`config.mk`:
```
export PLATFORM = sky130hd
export DESIGN_NAME = p2tdm
export DESIGN_NICKNAME = d
export VERILOG_FILES = /design/src/rtl/p2tdm.sv
export SDC_FILE = /design/constraint.sdc
export NUM_CORES = 1
export LEC_CHECK = 0
export CAP_MARGIN = 20
export CORE_ASPECT_RATIO = 1.25
export CORE_UTILIZATION = 50
export CTS_CLUSTER_DIAMETER = 80
export DETAILED_ROUTE_END_ITERATION = 8
export GPL_TIMING_DRIVEN = 0
export PLACE_DENSITY = 0.77
export SLEW_MARGIN = 25
export SYNTH_ARGS = -nofsm -noshare
export SYNTH_HDL_FRONTEND = slang
export SYNTH_SLANG_ARGS = --single-unit
```
`constraint.sdc`:
```
create_clock -name clk -period 4.7 [get_ports clk]
set_input_delay 1.41 -clock clk [delete_from_list [all_inputs] [get_ports clk]]
set_output_delay 1.41 -clock clk [all_outputs]
set_load 0.02 [all_outputs]
```
`src/rtl/p2tdm.sv`:
```
// TDM serializer: 256-bit parallel frames (8 x 32-bit channels) out on sclk/fs/tdmout,
// with a one-deep valid/ready holding buffer in front of the frame shifter.
module p2tdm #(
    parameter int unsigned CLK_DIV = 4
) (
    input  logic         clk,
    input  logic         rst,
    input  logic         enable,
    input  logic [255:0] pdata,
    input  logic         pvalid,
    output logic         pready,
    output logic         sclk,
    output logic         fs,
    output logic         tdmout,
    output logic         frame_start,
    output logic         underrun
);

    localparam int unsigned           DIV_W    = $clog2(2 * CLK_DIV);
    localparam logic [DIV_W-1:0]      DIV_LAST = DIV_W'(2 * CLK_DIV - 1);
    localparam logic [DIV_W-1:0]      DIV_HALF = DIV_W'(CLK_DIV);
    localparam logic [DIV_W-1:0]      DIV_ONE  = DIV_W'(1);

    typedef enum logic [1:0] {
        IDLE,
        LEAD,
        RUN
    } state_t;

    state_t             state_q, state_d;
    logic [DIV_W-1:0]   div_q, div_d;
    logic [7:0]         bit_q, bit_d;
    logic [255:0]       shifter_q, shifter_d;
    logic [255:0]       buf_q, buf_d;
    logic               buf_full_q, buf_full_d;
    logic               pready_q, pready_d;
    logic               sclk_q, sclk_d;
    logic               fs_q, fs_d;
    logic               tdmout_q, tdmout_d;
    logic               frame_start_q, frame_start_d;
    logic               underrun_q, underrun_d;

    logic               xfer;
    logic               boundary;

    always_comb begin
        // NOTE: every comb output gets a default first, so no path leaves it unassigned (no latch).
        state_d       = state_q;
        div_d         = div_q;
        bit_d         = bit_q;
        shifter_d     = shifter_q;
        buf_d         = buf_q;
        buf_full_d    = buf_full_q;
        sclk_d        = sclk_q;
        fs_d          = fs_q;
        tdmout_d      = tdmout_q;
        frame_start_d = 1'b0;
        underrun_d    = 1'b0;
        boundary      = 1'b0;
        xfer          = pvalid && pready_q;

        if (!enable) begin
            state_d  = IDLE;
            div_d    = '0;
            bit_d    = 8'd255;
            sclk_d   = 1'b0;
            fs_d     = 1'b0;
            tdmout_d = 1'b0;
        end else begin
            case (state_q)
                IDLE: begin
                    state_d  = LEAD;
                    div_d    = '0;
                    sclk_d   = 1'b0;
                    fs_d     = 1'b1;
                    tdmout_d = 1'b0;
                end
                LEAD, RUN: begin
                    if (div_q == DIV_LAST) begin
                        div_d  = '0;
                        sclk_d = 1'b0;
                        if (state_q == LEAD || bit_q == 8'd0) begin
                            boundary = 1'b1;
                            state_d  = RUN;
                            bit_d    = 8'd255;
                        end else begin
                            bit_d    = bit_q - 8'd1;
                            tdmout_d = shifter_q[bit_d];
                            // The LSB slot of CH8 doubles as the frame sync of the next frame.
                            fs_d     = (bit_d == 8'd0);
                        end
                    end else begin
                        div_d  = div_q + DIV_ONE;
                        sclk_d = (div_d >= DIV_HALF);
                    end
                end
                default: state_d = IDLE;
            endcase
        end

        if (boundary) begin
            fs_d = 1'b0;
            if (buf_full_q) begin
                shifter_d     = buf_q;
                buf_full_d    = 1'b0;
                frame_start_d = 1'b1;
                tdmout_d      = buf_q[255];
            end else begin
                shifter_d  = '0;
                underrun_d = 1'b1;
                tdmout_d   = 1'b0;
            end
        end

        // pready high implies the buffer is empty, so a transfer never collides with a load.
        if (xfer) begin
            buf_d      = pdata;
            buf_full_d = 1'b1;
        end
        pready_d = !(buf_full_q || xfer);
    end

    always_ff @(posedge clk) begin
        // NOTE: sequential state uses non-blocking assignments only; all flops, buffer included, are reset.
        if (rst) begin
            state_q       <= IDLE;
            div_q         <= '0;
            bit_q         <= 8'd255;
            shifter_q     <= '0;
            buf_q         <= '0;
            buf_full_q    <= 1'b0;
            pready_q      <= 1'b1;
            sclk_q        <= 1'b0;
            fs_q          <= 1'b0;
            tdmout_q      <= 1'b0;
            frame_start_q <= 1'b0;
            underrun_q    <= 1'b0;
        end else begin
            state_q       <= state_d;
            div_q         <= div_d;
            bit_q         <= bit_d;
            shifter_q     <= shifter_d;
            buf_q         <= buf_d;
            buf_full_q    <= buf_full_d;
            pready_q      <= pready_d;
            sclk_q        <= sclk_d;
            fs_q          <= fs_d;
            tdmout_q      <= tdmout_d;
            frame_start_q <= frame_start_d;
            underrun_q    <= underrun_d;
        end
    end

    assign pready      = pready_q;
    assign sclk        = sclk_q;
    assign fs          = fs_q;
    assign tdmout      = tdmout_q;
    assign frame_start = frame_start_q;
    assign underrun    = underrun_q;

endmodule
```
Word-level counts from Yosys, hierarchy flattened
Index checks and enable logic that the tools add are counted.
{"block": "word_totals", "regBits": 532, "latchBits": 0, "ram_bits": 0, "rom_bits": 0, "in_bits": 260, "word_cells": 72, "memories": 0}
{"block": "classes", "n_addsub": 2, "mul": 0, "n_div": 0, "magnitude_cmp": 2, "eq_ne": 9, "shifts": 0, "muxes": 28, "bitwise_logic": 2, "n_reduce_logical": 17}
{"op": "256-bit two-way mux", "n": 1}
{"op": "1-bit two-way mux", "n": 17}
{"op": "8-bit zero test", "n": 2}
{"op": "8-bit by 9-bit < comparator with 1-bit output (second input constant)", "n": 1}
{"op": "1-bit binary-select mux with 8-bit select", "n": 1}
{"op": "8-bit two-way mux", "n": 1}
{"op": "4-bit inequality test (second input constant)", "n": 2}
{"op": "8-bit by 1-bit subtractor with 8-bit output (second input constant)", "n": 1}
{"op": "2-bit inequality test (second input constant)", "n": 3}
{"op": "1-bit case mux with 2 select lines", "n": 3}
{"op": "3-bit case mux with 2 select lines", "n": 1}
{"op": "3-bit AND reduction", "n": 2}
{"op": "2-bit OR reduction", "n": 3}
{"op": "2-bit two-way mux", "n": 2}
{"op": "4-bit by 1-bit inequality test with 1-bit output (second input constant)", "n": 1}
{"op": "2-bit case mux with 2 select lines", "n": 1}
{"op": "2-bit AND reduction", "n": 2}
{"op": "2-bit nonzero test", "n": 2}
{"op": "3-bit by 1-bit adder with 3-bit output (second input constant)", "n": 1}
{"op": "3-bit equality test (second input constant)", "n": 1}
{"op": "3-bit >= comparator (second input constant)", "n": 1}
{"op": "3-bit two-way mux", "n": 1}
{"op": "3-bit OR reduction", "n": 1}
{"op": "2-bit by 1-bit equality test with 1-bit output (second input constant)", "n": 1}
{"op": "other kinds (6)", "n": 8}

Logic depth before layout (Yosys ltp)
{"block": "logic_depth", "word_depth": 8, "mapped_depth": 14, "mapped_depth_nobuf": 9}

Least setup slack after synthesis
Ideal clock, no wire load.
{"block": "synth_path", "path_type": "register -> register", "start": "register bit_q[0]", "end": "register tdmout_q, in the netlist tdmout", "setup_ps": 125, "t_arrival_ps": 3229, "t_required_ps": 4575, "path_slack_ps": 1346, "path_stages_with_launch": 13, "n_path_buf": 3, "cell_sequence": "dfxtp_1 buf_2 buf_2 inv_1 ha_1 xor2_2 buf_6 mux4_2 mux4_2 o22ai_1 nor3_1 nor4_1 o41ai_1"}
{"block": "synth_via", "elab_chain_len": 8, "word_cells_on_any_way": 18, "classes_between": "add/sub: 1; eq/ne: 3; mux: 11; reduce/logical: 3"}
{"item": "start: declaration", "line_no": "32", "rtl": "logic [7:0] bit_q, bit_d;"}
{"item": "start signal: assignment", "line_no": "141", "rtl": "bit_q <= bit_d;"}
{"item": "8-bit by 1-bit subtractor with 8-bit output / 8-bit zero test (equally long branches)", "line_no": "87, 82"}
{"item": "1-bit binary-select mux with 8-bit select / 1-bit logical OR (equally long branches)", "line_no": "88, 82"}
{"item": "1-bit two-way mux, on equally long branches", "line_no": "88, 82"}
{"item": "1-bit two-way mux, on equally long branches", "line_no": "82, 79"}
{"item": "1-bit two-way mux, on equally long branches", "line_no": "79, 70"}
{"item": "1-bit case mux with 2 select lines / 1-bit two-way mux (equally long branches)", "line_no": "70, 62"}
{"item": "1-bit two-way mux, or another cell as far along", "line_no": "62", "rtl": "if (!enable) begin"}
{"item": "1-bit two-way mux / 3-bit AND reduction (equally long branches)"}
{"item": "end signal: assignment", "line_no": "148", "rtl": "tdmout_q <= tdmout_d;"}
{"item": "end: declaration", "line_no": "39", "rtl": "logic tdmout_q, tdmout_d;"}
Several ways; a longest one is shown, not always the timed one. The select of a mux whose other input is x is not followed.
A chain may end at the register's enable or synchronous reset.

Worst setup path after layout
Ends and elaborated chain as after synthesis.

==> impl_metrics.env <==
export IMPL_die_y_um=230
export IMPL_setup_ws_ns=0.294
export IMPL_clk_pin_slew_worst_paths_ns=0.07
export IMPL_post_route_util_pct=62.6
export IMPL_crit_required_ns=5.16
export IMPL_die_area_sq_um=42300
export IMPL_synth_cells=2462
export IMPL_ios=266
export IMPL_worstSkewPairLatency_ns=0.57
export IMPL_dpl_cell_count=3278
export IMPL_area_growth_pct=23.8
export IMPL_multi_input_area_sq_um=9190
export IMPL_fmax_ghz=0.227
export IMPL_routed_via_density=5.41
export IMPL_synth_compound_area_share_pct=14.2
export IMPL_cts_sinks=531
export IMPL_avgSynthCellArea_sq_um=8.42
export IMPL_synth_top_cells_by_area="dfxtp_1 (51%), nand2_1 (14%), a21oi_1 (12%)"
export IMPL_slew_viol_final=0
export IMPL_cp_max_fo=10
export IMPL_drive_above_1_share_pct=6.37
export IMPL_relSlewSlack_pct=40.8
export IMPL_ys_seq_area_share_pct=51.3
export IMPL_rows=83
export IMPL_synth_top_area_share_pct=51.3
export IMPL_totalWireLength_um=57100
export IMPL_final_cell_mix="nand2_1 (771), dfxtp_1 (531), a21oi_1 (486)"
export IMPL_async_flop_share_pct=0
export IMPL_ir_drop_v=0.000296
export IMPL_crit_path_end="tdmout"
export IMPL_die_w_um=184
export IMPL_muxShareOfSynthArea_pct=8.14
export IMPL_final_net_count=3044
export IMPL_r2r_start="bit_q[0]"
export IMPL_gp_routability_congestion=0.907
export IMPL_fin_skew_ns=0.0242
export IMPL_clock_path_buffers=3
export IMPL_critPathCaptureType="register"
export IMPL_grt_setup_unrepaired="no"
export IMPL_cts_inserted_buffers=48
export IMPL_worstMarginPinSlew_ns=0.888
export IMPL_cts_tree="done"
export IMPL_final_cells=3362
export IMPL_synth_flop_cell="dfxtp_1"
export IMPL_hpwl_um=42500
export IMPL_setup_viol=0
export IMPL_yosysUniqueCellTypes=54
export IMPL_track_usage_pct=26.9
export IMPL_first_pass_iters=5
export IMPL_register_area_sq_um=10600
export IMPL_status="complete, no violations"
export IMPL_io_buffers=264
export IMPL_synth_fa_ha_area_share_pct=0.483
export IMPL_reg2reg_depth=12
export IMPL_synth_top_area_cell="dfxtp_1"
export IMPL_hold_buffers=0
export IMPL_synth_xor_area_share_pct=0.501
export IMPL_rrSetupSlack_ns=0.29
export IMPL_first_iter_violations=1105
export IMPL_critical_path_class="reg2reg"
export IMPL_synthesis_area_sq_um=20700
export IMPL_fin_total_pwr_mw=9.41
export IMPL_critPathLaunchType="register"
export IMPL_leakage_nw=8.95
export IMPL_ys_warn_count=0
export IMPL_core_sq_um=41000
export IMPL_r2r_end="tdmout"
export IMPL_syn_nets=2730
export IMPL_grt_ovfl_total=0
export IMPL_synthSimpleGateAreaFrac_pct=21.0
export IMPL_nFillCells=3465
export IMPL_initial_utilization_pct=50.5
export IMPL_critPathLaunch="bit_q[0]"
export IMPL_htree_levels=2
export IMPL_final_period_utilization_pct=93.7
export IMPL_wl_per_cell_um=17.0
export IMPL_antennaDiodeCount=0
export IMPL_synth_seq_cells=531
export IMPL_cp_data_arrival_time_ns=4.86
export IMPL_synth_edf_count=0
export IMPL_drc=0
export IMPL_finalCriticalPeriod_ns=4.41
export IMPL_maxCapViolations=0
export IMPL_cts_root_buf="clkbuf_16"
export IMPL_grt_max_degree=15
export IMPL_ant_nets=0
export IMPL_grt_antenna_before_repair=1
export IMPL_grt_pass1_wl_um=90300
export IMPL_dp_slack_ns=-0.0686
export IMPL_dr_total_vias=18200
export IMPL_pwr_density_cell_nw_per_um2=367
export IMPL_synth_top_family_by_area="simple AND/OR/NAND/NOR gates"
export IMPL_first_global_vias=18200
export IMPL_hp_class="reg2reg"
export IMPL_final_common_cell="nand2_1"
export IMPL_hold_viol=0
==> cell usage after synthesis, types with 4 or more instances <==
| master | count |
|---|---|
| mux2i_1 | 11 |
| nand3_1 | 230 |
| inv_1 | 6 |
| nor3_1 | 6 |
| ha_1 | 8 |
| clkbuf_1 | 180 |
| or3_1 | 5 |
| nand2_1 | 771 |
| xnor2_1 | 7 |
| and2_1 | 4 |
| nor2_1 | 17 |
| a22o_1 | 33 |
| nor2b_1 | 4 |
| buf_2 | 27 |
| o21ai_0 | 4 |
| buf_1 | 9 |
| nor4_1 | 5 |
| a21oi_1 | 486 |
| mux4_2 | 66 |
| dfxtp_1 | 531 |
==> cells by family (layout without fill, tap and decap cells) <==
| kind of cell | count (synthesis) | count (layout) |
|---|---|---|
| muxes | 81 | 81 |
| AOI/OAI and AO/OA | 549 | 549 |
| and+or+nand+nor | 1056 | 1056 |
| DFF | 531 | 531 |
| adders and majority gates | 8 | 8 |
| buffers and inverters | 226 | 574 |
| xor gates and xnor gates | 11 | 11 |
==> routing by layer <==
layer | global-route usage, % | vias to the layer above | wire, um
met4 | 9.56 | 2 | 1700
met1 | 33.1 | 8533 | 23700
met2 | 48.1 | 539 | 28700
met5 | 0 | - | 13
met3 | 3.14 | 119 | 3010
li1 | - | 9003 | -
==> critical path, stage by stage (launching register included) <==
cell and delay (ns):
dfxtp_1 0.33, buf_2 0.31, buf_2 0.46, inv_1 0.30, ha_1 0.39, buf_2 0.31, clkdlybuf4s15_2 0.58, mux4_2 0.41
mux4_2 0.54, mux2i_1 0.19, o21ai_0 0.09, nor4_1 0.28, o41ai_1 0.10
==> per-stage QoR <==
stage / instance area (sq um) / setup TNS [ns] / hold WS, ns
floorplan: 20700 / 0 / 0.427
global placement: 24100 / -0.0575 / 0.435
detailed placement: 24100 / -0.0686 / 0.442
CTS: 25700 / 0 / 0.451
global route: 25700 / 0 / 0.468
finish: 25700 / 0 / 0.450
==> power breakdown <==
group	switching, mW	leakage, nW	internal (mW)
Sequential	0.0812	4.32	4.64
Clock	1.67	0.790	2.33
Combinational	0.382	3.84	0.314
==> area by class of cell <==
type	count	area share [%]
Clock buffer	70	5.43
Clock inverter	14	0.790
Tap cell	552	2.69
Timing Repair Buffer	264	10.3
Sequential cell	531	41.4
Multi-Input combinational cell	1705	35.8
Buffer	220	3.49
Inverter	6	0.0877
==> flip-flops by register name (all words and copies together) (netlist names) <==
name and count:
buf_q 256, pready 1, fs 1, underrun 1, frame_start 1, state_q 2, div_q 3, buf_full_q 1
tdmout 1, bit_q 8, shifter_q 256
==> how the worst min path moves through the flow <==
stage / start / end / slack [ns] / depth (start not counted)
finish: shifter_q[105] / shifter_q[105] / 0.45 / 2
global route: shifter_q[229] / shifter_q[229] / 0.47 / 2
CTS: shifter_q[92] / shifter_q[92] / 0.45 / 2
detailed placement: shifter_q[92] / shifter_q[92] / 0.44 / 2
global placement: shifter_q[147] / shifter_q[147] / 0.43 / 2
floorplan: shifter_q[14] / shifter_q[14] / 0.43 / 2
==> repair_timing <==
action,CTS,global route
gates resized for setup,3,5
endpoints found under the setup margin,1,1
buffers inserted,0,0
(Power assumes the default switching activity.)
